[src/rtl/fifo_sync_param_if.sv]
// Handshake/bus bundle for fifo_sync_param.
// Signal semantics:
//   wr/rd are single-cycle requests sampled on the rising edge. There is no
//   ready signal: a write is accepted when wr=1 and the FIFO is not full, or
//   when it is full and rd=1 in the same cycle. A read is accepted when rd=1
//   and the FIFO is not empty. Rejected requests produce a one-cycle
//   overflow/underflow pulse after that edge. clr is a synchronous flush and
//   overrides wr/rd. All outputs are registered or decoded from registers.
interface fifo_sync_param_if #(
    parameter int WIDTH = 8,
    parameter int DEPTH = 16
);
    logic                     clr;
    logic                     wr;
    logic [WIDTH-1:0]         datain;
    logic                     rd;
    logic [WIDTH-1:0]         dataout;
    logic                     emp;
    logic                     full;
    logic                     almost_empty;
    logic                     almost_full;
    logic [$clog2(DEPTH):0]   count;
    logic                     overflow;
    logic                     underflow;

    // Host / stream side: drives requests, observes status.
    modport master (
        output clr, wr, datain, rd,
        input  dataout, emp, full, almost_empty, almost_full, count,
               overflow, underflow
    );

    // FIFO side.
    modport slave (
        input  clr, wr, datain, rd,
        output dataout, emp, full, almost_empty, almost_full, count,
               overflow, underflow
    );
endinterface

[src/rtl/fifo_sync_param.sv]
// Parametrised synchronous FIFO with registered read data, occupancy count,
// programmable almost-full/almost-empty flags, overflow/underflow pulses and
// a synchronous flush. WIDTH/DEPTH must match the connected interface.
module fifo_sync_param #(
    parameter int WIDTH    = 8,
    parameter int DEPTH    = 16,
    parameter int AF_LEVEL = DEPTH - 2,
    parameter int AE_LEVEL = 2
) (
    input  logic              clk,
    input  logic              rst,
    fifo_sync_param_if.slave  bus
);
    localparam int PW = $clog2(DEPTH);
    localparam int CW = PW + 1;

    logic [WIDTH-1:0] r_mem [DEPTH];
    logic [PW-1:0]    r_wr_ptr;
    logic [PW-1:0]    r_rd_ptr;
    logic [CW-1:0]    r_count;
    logic [WIDTH-1:0] r_dataout;
    logic             r_overflow;
    logic             r_underflow;

    logic w_full;
    logic w_emp;
    logic w_wr_acc;
    logic w_rd_acc;
    logic w_mem_we;

    // Status decoded purely from the registered count.
    assign w_full = (r_count == CW'(DEPTH));
    assign w_emp  = (r_count == '0);

    // A full FIFO still takes a write when a read frees the slot in the same edge.
    assign w_wr_acc = bus.wr && (!w_full || bus.rd);
    assign w_rd_acc = bus.rd && !w_emp;
    assign w_mem_we = !bus.clr && w_wr_acc;

    // Storage array: no reset, contents are don't-care after flush/reset.
    always_ff @(posedge clk) begin
        if (w_mem_we) begin
            r_mem[r_wr_ptr] <= bus.datain;
        end
    end

    // Pointers, count, registered read data and error pulses.
    always_ff @(posedge clk or posedge rst) begin
        if (rst) begin
            r_wr_ptr    <= '0;
            r_rd_ptr    <= '0;
            r_count     <= '0;
            r_dataout   <= '0;
            r_overflow  <= 1'b0;
            r_underflow <= 1'b0;
        end else if (bus.clr) begin
            r_wr_ptr    <= '0;
            r_rd_ptr    <= '0;
            r_count     <= '0;
            r_dataout   <= '0;
            r_overflow  <= 1'b0;
            r_underflow <= 1'b0;
        end else begin
            r_overflow  <= bus.wr && !w_wr_acc;
            r_underflow <= bus.rd && !w_rd_acc;
            if (w_wr_acc) begin
                r_wr_ptr <= r_wr_ptr + PW'(1);
            end
            if (w_rd_acc) begin
                // Reads the pre-edge slot, so a same-edge write when full is safe.
                r_dataout <= r_mem[r_rd_ptr];
                r_rd_ptr  <= r_rd_ptr + PW'(1);
            end
            case ({w_wr_acc, w_rd_acc})
                2'b10:   r_count <= r_count + CW'(1);
                2'b01:   r_count <= r_count - CW'(1);
                default: r_count <= r_count;
            endcase
        end
    end

    assign bus.dataout      = r_dataout;
    assign bus.count        = r_count;
    assign bus.emp          = w_emp;
    assign bus.full         = w_full;
    assign bus.almost_empty = (r_count <= CW'(AE_LEVEL));
    assign bus.almost_full  = (r_count >= CW'(AF_LEVEL));
    assign bus.overflow     = r_overflow;
    assign bus.underflow    = r_underflow;
endmodule

[src/flat_wrapper.sv]
// flat-port wrapper written by rule: the top's interface ports become plain ports
module fifo_sync_param_flat 
#(
    parameter int WIDTH    = 8,
    parameter int DEPTH    = 16,
    parameter int AF_LEVEL = DEPTH - 2,
    parameter int AE_LEVEL = 2
)
  (clk, rst, bus_clr, bus_wr, bus_datain, bus_rd, bus_dataout, bus_emp, bus_full, bus_almost_empty, bus_almost_full, bus_count, bus_overflow, bus_underflow);
  fifo_sync_param_if #(.WIDTH(WIDTH), .DEPTH(DEPTH)) bus_i ();
  input  logic clk;
  input  logic rst;
  input wire logic [$bits(bus_i.clr)-1:0] bus_clr;
  input wire logic [$bits(bus_i.wr)-1:0] bus_wr;
  input wire logic [$bits(bus_i.datain)-1:0] bus_datain;
  input wire logic [$bits(bus_i.rd)-1:0] bus_rd;
  output wire logic [$bits(bus_i.dataout)-1:0] bus_dataout;
  output wire logic [$bits(bus_i.emp)-1:0] bus_emp;
  output wire logic [$bits(bus_i.full)-1:0] bus_full;
  output wire logic [$bits(bus_i.almost_empty)-1:0] bus_almost_empty;
  output wire logic [$bits(bus_i.almost_full)-1:0] bus_almost_full;
  output wire logic [$bits(bus_i.count)-1:0] bus_count;
  output wire logic [$bits(bus_i.overflow)-1:0] bus_overflow;
  output wire logic [$bits(bus_i.underflow)-1:0] bus_underflow;
  assign bus_i.clr = bus_clr;
  assign bus_i.wr = bus_wr;
  assign bus_i.datain = bus_datain;
  assign bus_i.rd = bus_rd;
  assign bus_dataout = bus_i.dataout;
  assign bus_emp = bus_i.emp;
  assign bus_full = bus_i.full;
  assign bus_almost_empty = bus_i.almost_empty;
  assign bus_almost_full = bus_i.almost_full;
  assign bus_count = bus_i.count;
  assign bus_overflow = bus_i.overflow;
  assign bus_underflow = bus_i.underflow;
  fifo_sync_param #(.WIDTH(WIDTH), .DEPTH(DEPTH), .AF_LEVEL(AF_LEVEL), .AE_LEVEL(AE_LEVEL)) u_core (.clk(clk), .rst(rst), .bus(bus_i));
endmodule
[config.mk]
export PLATFORM = sky130hd
export DESIGN_NAME = fifo_sync_param_flat
export DESIGN_NICKNAME = d
export VERILOG_FILES = /design/src/rtl/fifo_sync_param_if.sv /design/src/rtl/fifo_sync_param.sv /design/src/flat_wrapper.sv
export SDC_FILE = /design/constraint.sdc
export NUM_CORES = 1
export LEC_CHECK = 0
export ABC_AREA = 1
export ABC_CLOCK_PERIOD_IN_PS = 1800
export BUFFER_PORTS_ARGS = -buffer_cell sky130_fd_sc_hd__buf_2
export CORE_MARGIN = 2
export CORE_UTILIZATION = 38
export CTS_CLUSTER_DIAMETER = 80
export DETAILED_ROUTE_END_ITERATION = 8
export PLACE_DENSITY_LB_ADDON = 0.15
export SKIP_LAST_GASP = 1
export SLEW_MARGIN = 20
export SYNTH_ARGS = -nofsm -noshare
export SYNTH_HDL_FRONTEND = slang
export SYNTH_SLANG_ARGS = --single-unit
[constraint.sdc]
create_clock -name clk -period 1.8 [get_ports clk]
set_input_delay 0 -clock clk [delete_from_list [all_inputs] [get_ports clk]]
set_output_delay 0 -clock clk [all_outputs]
set_load 0.05 [all_outputs]
==> results of run 1 <==
==> registers in the layout, summed over array words and instances, names as in the netlist <==
name,count
u_core.r_rd_ptr,4
u_core.bus.underflow,1
u_core.bus.dataout,8
u_core.r_mem,128
u_core.bus.overflow,1
u_core.bus.count,5
u_core.r_wr_ptr,4
==> cell families (layout without fill, tap and decap cells) <==
logic type	Yosys count	after routing	share of synthesized area
AOI/OAI and AO/OA	20	20	0.01907
adders and majority gates	9	9	0.01744
DFF	151	151	0.6416
buffers and inverters	122	208	0.07303
and+or+nand+nor	383	383	0.2463
xor gates and xnor gates	2	2	0.002544
==> synth_stat cells (all sizes together) <==
cell	n	area [um^2]
dfrtp	23	575.6
buf	23	131.4
nor3	3	15.01
a21oi	6	41.29
ha	8	100.1
inv	95	356.6
or2	16	100.1
o21ai	6	30.02
clkbuf	2	7.510
o211ai	8	60.06
xor2	1	8.760
nand4	1	21.27
nand3	80	430.4
clkinv	2	7.510
fa	1	20.02
nor2	25	116.4
nand2	258	1013
xnor2	1	8.760
edfxtp	128	3844
==> through the flow <==
step	setup TNS (ns)	cells	total power, uW	hold WS, ns	instance area [um^2]
2_1_floorplan	-14.04	687	6888	0.001574	6949
3_3_place_gp	0	961	7950	0.09599	7559
3_5_place_dp	0	961	7982	0.1240	7559
4_1_cts	0	998	11780	0.01632	8257
5_1_grt	-2.432	1002	12490	0.02769	8303
6_report	0	1002	11800	0.03197	8303
==> metal layers <==
metal	wire length (um)	part of all wire
met1	7804	0.47
met2	8037	0.48
met3	626	0.037
met4	264	0.016
met5	0	0
==> worst max-delay path by stage <==
stage                               startpoint                         endpoint  slack (ns)  cells past startpoint
2_1_floorplan  u_core.bus.count[3]$_DFFE_PP0P_     u_core.r_mem[0][0]$_DFFE_PP_       -0.14                      6
3_3_place_gp   u_core.bus.count[3]$_DFFE_PP0P_  u_core.bus.count[4]$_DFFE_PP0P_        0.02                     14
3_5_place_dp   u_core.bus.count[3]$_DFFE_PP0P_  u_core.bus.count[4]$_DFFE_PP0P_        0.03                     14
4_1_cts        u_core.bus.count[3]$_DFFE_PP0P_  u_core.bus.count[4]$_DFFE_PP0P_        0.01                     13
5_1_grt        u_core.bus.count[1]$_DFFE_PP0P_  u_core.bus.count[4]$_DFFE_PP0P_       -0.06                     14
6_report       u_core.bus.count[2]$_DFFE_PP0P_     u_core.r_mem[2][2]$_DFFE_PP_        0.04                      8
==> area by class of cell <==
type,instances,area (um^2)
Inverter,97,366.6
Tap cell,229,286.5
Sequential cell,151,4429
Multi-Input combinational cell,414,2028
Clock buffer,29,606.8
Fill cell,1706,9599
Timing Repair Buffer,79,544.3
Clock inverter,3,41.29
==> worst reg2reg max path: stages, from the launching register on <==
cell     delay [ns]
dfrtp_2        0.39
nor2_4         0.06
buf_4          0.13
nand4_4        0.09
nand2_4        0.07
nor2_4         0.25
nand2_4        0.14
nor2_1         0.14
buf_4          0.20
==> power by group through the flow <==
stage | Clock, uW | Combinational, uW | Sequential, uW
3_5_place_dp | 0 | 3750 | 4230
5_1_grt | 4030 | 4280 | 4170
2_1_floorplan | 0 | 2290 | 4600
6_report | 3770 | 3880 | 4150
3_3_place_gp | 0 | 3730 | 4220
4_1_cts | 3850 | 3770 | 4160
==> what timing repair did <==
item,in CTS,in global routing
setup buffers,0,4
endpoints found under the setup margin,0,5
resized for setup,0,4
hold endpoints to repair,23,0
hold buffers,5,0
==> flow_summary.yaml, run 1 <==
timing:
  fin_crit_sh: 0.9764
  finalSetupViolations: 0
  max_slew_margin: 0.5741
  clock.fmax_mhz: 569.0
  slew_viol_final: 0
  postLayoutSetupSlackWorst_ns: 0.04243
  worst_pin_slew_ns: 0.6382
  min_period_ns: 1.758
  fin_skew_ns: 0.009899
  hold_violations: 0
  rsz0062_at_grt: "true"
setup_path:
  r2r_end: "u_core.r_mem[2][2]$_DFFE_PP_"
  critical_path.top_delay_family: "simple AND/OR/NAND/NOR gates"
  cp_data_arrival_time_ns: 1.88
  crit_required_ns: 1.93
  rr_worst_depth: 8
  slowest_delay_ns: 0.39
  startpoint_type: "register"
  crit_type: "reg -> reg"
  cp_cell_sequence: "nor2_4 > buf_4 > nand4_4 > nand2_4 > nor2_4 > nand2_4 > nor2_1 > buf_4"
  worstSetupEndpointType: "register"
  worstPathMaxFanout: 8
  rrSetupSlack_ns: 0.04
  crit_buf_inv: 2
  cp_slowest_cell: "dfrtp_2"
  reg2reg_from: "u_core.bus.count[2]$_DFFE_PP0P_"
layout:
  final_nets: 782
  layout-drive-gt1-share: 0.1889
  num_antenna_cells: 0
  fin_util: 0.4638
  syn_to_final_growth_pct: 20.54
  mostFrequentLayoutCells: "nand2_1 (251), edfxtp_1 (128), inv_1 (87)"
  layout_commonest_cell: "nand2_1"
global_routing:
  grt_pass1_vias: 4734
  grt_remaining_overflow: 0
  use_met2: 0.2952
  grt_max_degree: 28
  use_met3: 0.03488
  antenna_found_initial: 0
  grt_usage: 0.1798
  grt_util_met1: 0.2437
  grt_pass1_wl_um: 26230
  top_usage_layer: "met2"
placement:
  dp_hpwl_um: 11200
  gp_congestion: 0.8318
  pre_cts_ws_ns: 0.02773
  port_buffers: 31
detailed_routing:
  drtPass1Iterations: 5
  drc: 0
  drtAntennaViolNets: 0
  num_vias: 4775
  via_per_inst: 4.765
  drt_iter0_drc: 434
  post_drt_wl_per_cell_um: 16.70
  drt-total-wl_um: 16730
power:
  internal_power_uw: 7684
  seqPwrFrac: 0.352
  pwr-share-comb: 0.329
  p_switching_uw: 4115
  switching_share: 0.3487
  p_per_area_mw_per_mm2: 1421
  p_leak_uw: 0.003703
  clkPwrFrac: 0.320
  peakVddDrop_v: 0.001102
cts:
  clk_latency_ns: 0.42
  clockRootBuffer: "clkbuf_16"
  clk_pin_slew_ns: 0.06
  cts_max_level: 4
  max-clock-path-buffers: 2
  cts_tree: "yes"
  numCtsBuffers: 17
  cts.sinks: 151
floorplan:
  fp-row-count: 49
  coreArea_mm2: 0.01790
  die_y_um: 138.6
  die-area_mm2: 0.01922
  initial_core_util: 0.3847
  die_w_um: 138.6
  ios: 32
synth:
  ys_seq_elements: 151
  synth_seq_area_share: 0.6416
  ys_types: 31
  syn_area_mm2: 0.006888
  synth_cells: 687
  syn_avg_cell_area_um2: 10.03
  synth_warnings: 0
  syn_nets: 709
hold_path:
  hold_depth: 1
  min_from: "bus_datain[4]"
  hp-class: "in -> reg"
  hold_end: "u_core.r_mem[5][4]$_DFFE_PP_"
run_status:
  status: "complete, no violations"
job:
  max_cap_violations: 0
Power figures use the tool's default switching activity.
==> inputs of run 2 (changes only) <==
Settings changed: CELL_PAD_IN_SITES_DETAIL_PLACEMENT from default to 0, CELL_PAD_IN_SITES_GLOBAL_PLACEMENT from default to 1.
==> flow_summary.yaml, run 2 (synthesis gave the netlist of run 1 again) <==
run_status:
  status: "complete, no violations"
timing:
  max_slew_margin: 0.6744
  slew_viol_final: 0
  clock.fmax_mhz: 575.3
  fin_skew_ns: 0.01091
  fin_crit_sh: 0.9656
  hold_violations: 0
  min_period_ns: 1.738
  rsz0062_at_grt: "true"
  postLayoutSetupSlackWorst_ns: 0.06188
  worst_pin_slew_ns: 0.4855
  finalSetupViolations: 0
layout:
  fin_cells: 996
  layout_commonest_cell: "nand2_1"
  mostFrequentLayoutCells: "nand2_1 (252), edfxtp_1 (128), inv_1 (86)"
  largest_reg_flops: 128
  layout-drive-gt1-share: 0.1812
  n_fill_cell: 1651
  num_antenna_cells: 0
  regMostFlops: "u_core.r_mem"
  multi_input_area_mm2: 0.002031
  seqCellArea_mm2: 0.004427
  syn_to_final_growth_pct: 19.96
  final_nets: 776
detailed_routing:
  drtAntennaViolNets: 0
  drt_iter0_drc: 381
  drtPass1Iterations: 5
  drt-total-wl_um: 16280
  post_drt_wl_per_cell_um: 16.35
  drc: 0
  num_vias: 4706
  via_per_inst: 4.725
global_routing:
  grt_max_degree: 42
  antenna_found_initial: 1
  grt_remaining_overflow: 0
  grt_pass1_wl_um: 26180
  grt_usage: 0.1804
  grt_pass1_vias: 4943
cts:
  numCtsBuffers: 17
  cts.sinks: 151
  cts_max_level: 4
  cts_tree: "yes"
  clockRootBuffer: "clkbuf_16"
  max-clock-path-buffers: 2
  clk_latency_ns: 0.42
  clk_pin_slew_ns: 0.06
setup_path:
  worstPathMaxFanout: 3
  startpoint_type: "register"
  slowest_delay_ns: 0.43
  reg2reg_from: "u_core.bus.count[1]$_DFFE_PP0P_"
  rr_worst_depth: 14
  crit_type: "reg -> reg"
  crit_path_start: "u_core.bus.count[1]$_DFFE_PP0P_"
  rrSetupSlack_ns: 0.06
  cp_cell_sequence: "nor2_4 > nand3_4 > nand3_4 > inv_4 > ha_4 > a21oi_4 > nand2_1 > nand2_1 > nand2_1 > nand2_1 > inv_1 > nor2_1 > nand2_1 > nand2_1"
  crit_end: "u_core.bus.count[4]$_DFFE_PP0P_"
  worstSetupEndpointType: "register"
  cp_data_arrival_time_ns: 2.09
  critical_path.most_common_cell: "nand2_1"
  cp_slowest_cell: "dfrtp_2"
  r2r_end: "u_core.bus.count[4]$_DFFE_PP0P_"
  crit_required_ns: 2.15
power:
  p_per_area_mw_per_mm2: 1394
  clkPwrFrac: 0.298
  pwr-share-comb: 0.347
  switching_share: 0.3569
  p_leak_uw: 0.003652
  peakVddDrop_v: 0.001158
  p_switching_uw: 4111
  seqPwrFrac: 0.356
  internal_power_uw: 7407
floorplan:
  die_w_um: 138.6
  coreArea_mm2: 0.01790
  die-area_mm2: 0.01922
  die_y_um: 138.6
  ios: 32
  fp-row-count: 49
  initial_core_util: 0.3847
placement:
  place_inst: 958
  gp_congestion: 0.8380
  pre_cts_ws_ns: 0.05589
  port_buffers: 31
  dp_hpwl_um: 11120
job:
  max_cap_violations: 0
hold_path:
  hp-class: "in -> reg"
run 2: cell count changes in the layout (fill, tap and decap cells not counted), moves of 3 or more:
cell and delta:
buf_4 -11, clkinv_2 +3, clkbuf_8 -3, clkbuf_16 -5, buf_12 +7, clkinv_1 +5
run 2: routing by layer:
metal  global-route usage  routed length [um]  vias to the layer above
met1               0.2172                7125                     2244
li1                     -                   -                     2346
met4              0.08400                 518                        0
met3              0.03004                 425                       28
met2               0.3176                8214                       88
met5                    0                   0                        -
run 2: worst min path at each step:
stage                              from  cells after the start  slack [ns]                                 to
after floorplan                     rst                      1       0.002  u_core.bus.dataout[0]$_DFFE_PP0P_
after global placement              rst                      3        0.07    u_core.bus.count[2]$_DFFE_PP0P_
after CTS                        bus_rd                      5        0.03     u_core.r_rd_ptr[2]$_DFFE_PP0P_
final                     bus_datain[3]                      1        0.03       u_core.r_mem[7][3]$_DFFE_PP_
after global routing      bus_datain[3]                      1        0.04       u_core.r_mem[9][3]$_DFFE_PP_
after detailed placement            rst                      3        0.08     u_core.r_wr_ptr[3]$_DFFE_PP0P_
run 2: area by class of cell:
cell class | count | area share
clock inverters | 13 | 0.01651
multi-input cells | 414 | 0.2458
clock buffers | 19 | 0.05239
flip-flops and latches | 151 | 0.5357
well taps | 229 | 0.03468
inverters | 97 | 0.04467
repair buffers | 73 | 0.07026
run 2: power groups by stage:
stage / sequential [uW] / clock [uW] / combinational [uW]
2_1_floorplan: 4600 / 0 / 2290
3_3_place_gp: 4160 / 0 / 3960
3_5_place_dp: 4170 / 0 / 3960
4_1_cts: 4100 / 3510 / 3990
5_1_grt: 4120 / 3670 / 4420
6_report: 4100 / 3430 / 3990
run 2: per-stage QoR:
stage          utilization  area, um^2  setup TNS, ns  total power [uW]  hold WS [ns]
6_report            0.4616        8263              0             11520       0.03399
5_1_grt             0.4616        8263       -0.07398             12210       0.03801
4_1_cts             0.4592        8220              0             11590       0.02861
3_5_place_dp        0.4251        7611              0              8130       0.08396
3_3_place_gp        0.4251        7611              0              8122       0.07206
2_1_floorplan            -        6949         -14.04              6888      0.001574
run 2: what timing repair did:
| action | 4_1_cts | 5_1_grt |
|---|---|---|
| endpoints found under the setup margin | 0 | 72 |
| gates resized for setup | 0 | 4 |
| setup buffers | 0 | 2 |
| hold endpoints to repair | 33 | 0 |
| hold buffers | 4 | 0 |
run 2: critical path: cells and delay by family (launching register included):
| kind | cells | cell delay, ns |
|---|---|---|
| compound gates | 1 | 0.13 |
| fa+ha+maj | 1 | 0.26 |
| buf+inv | 2 | 0.09 |
| flops | 1 | 0.43 |
| simple gates | 10 | 0.76 |
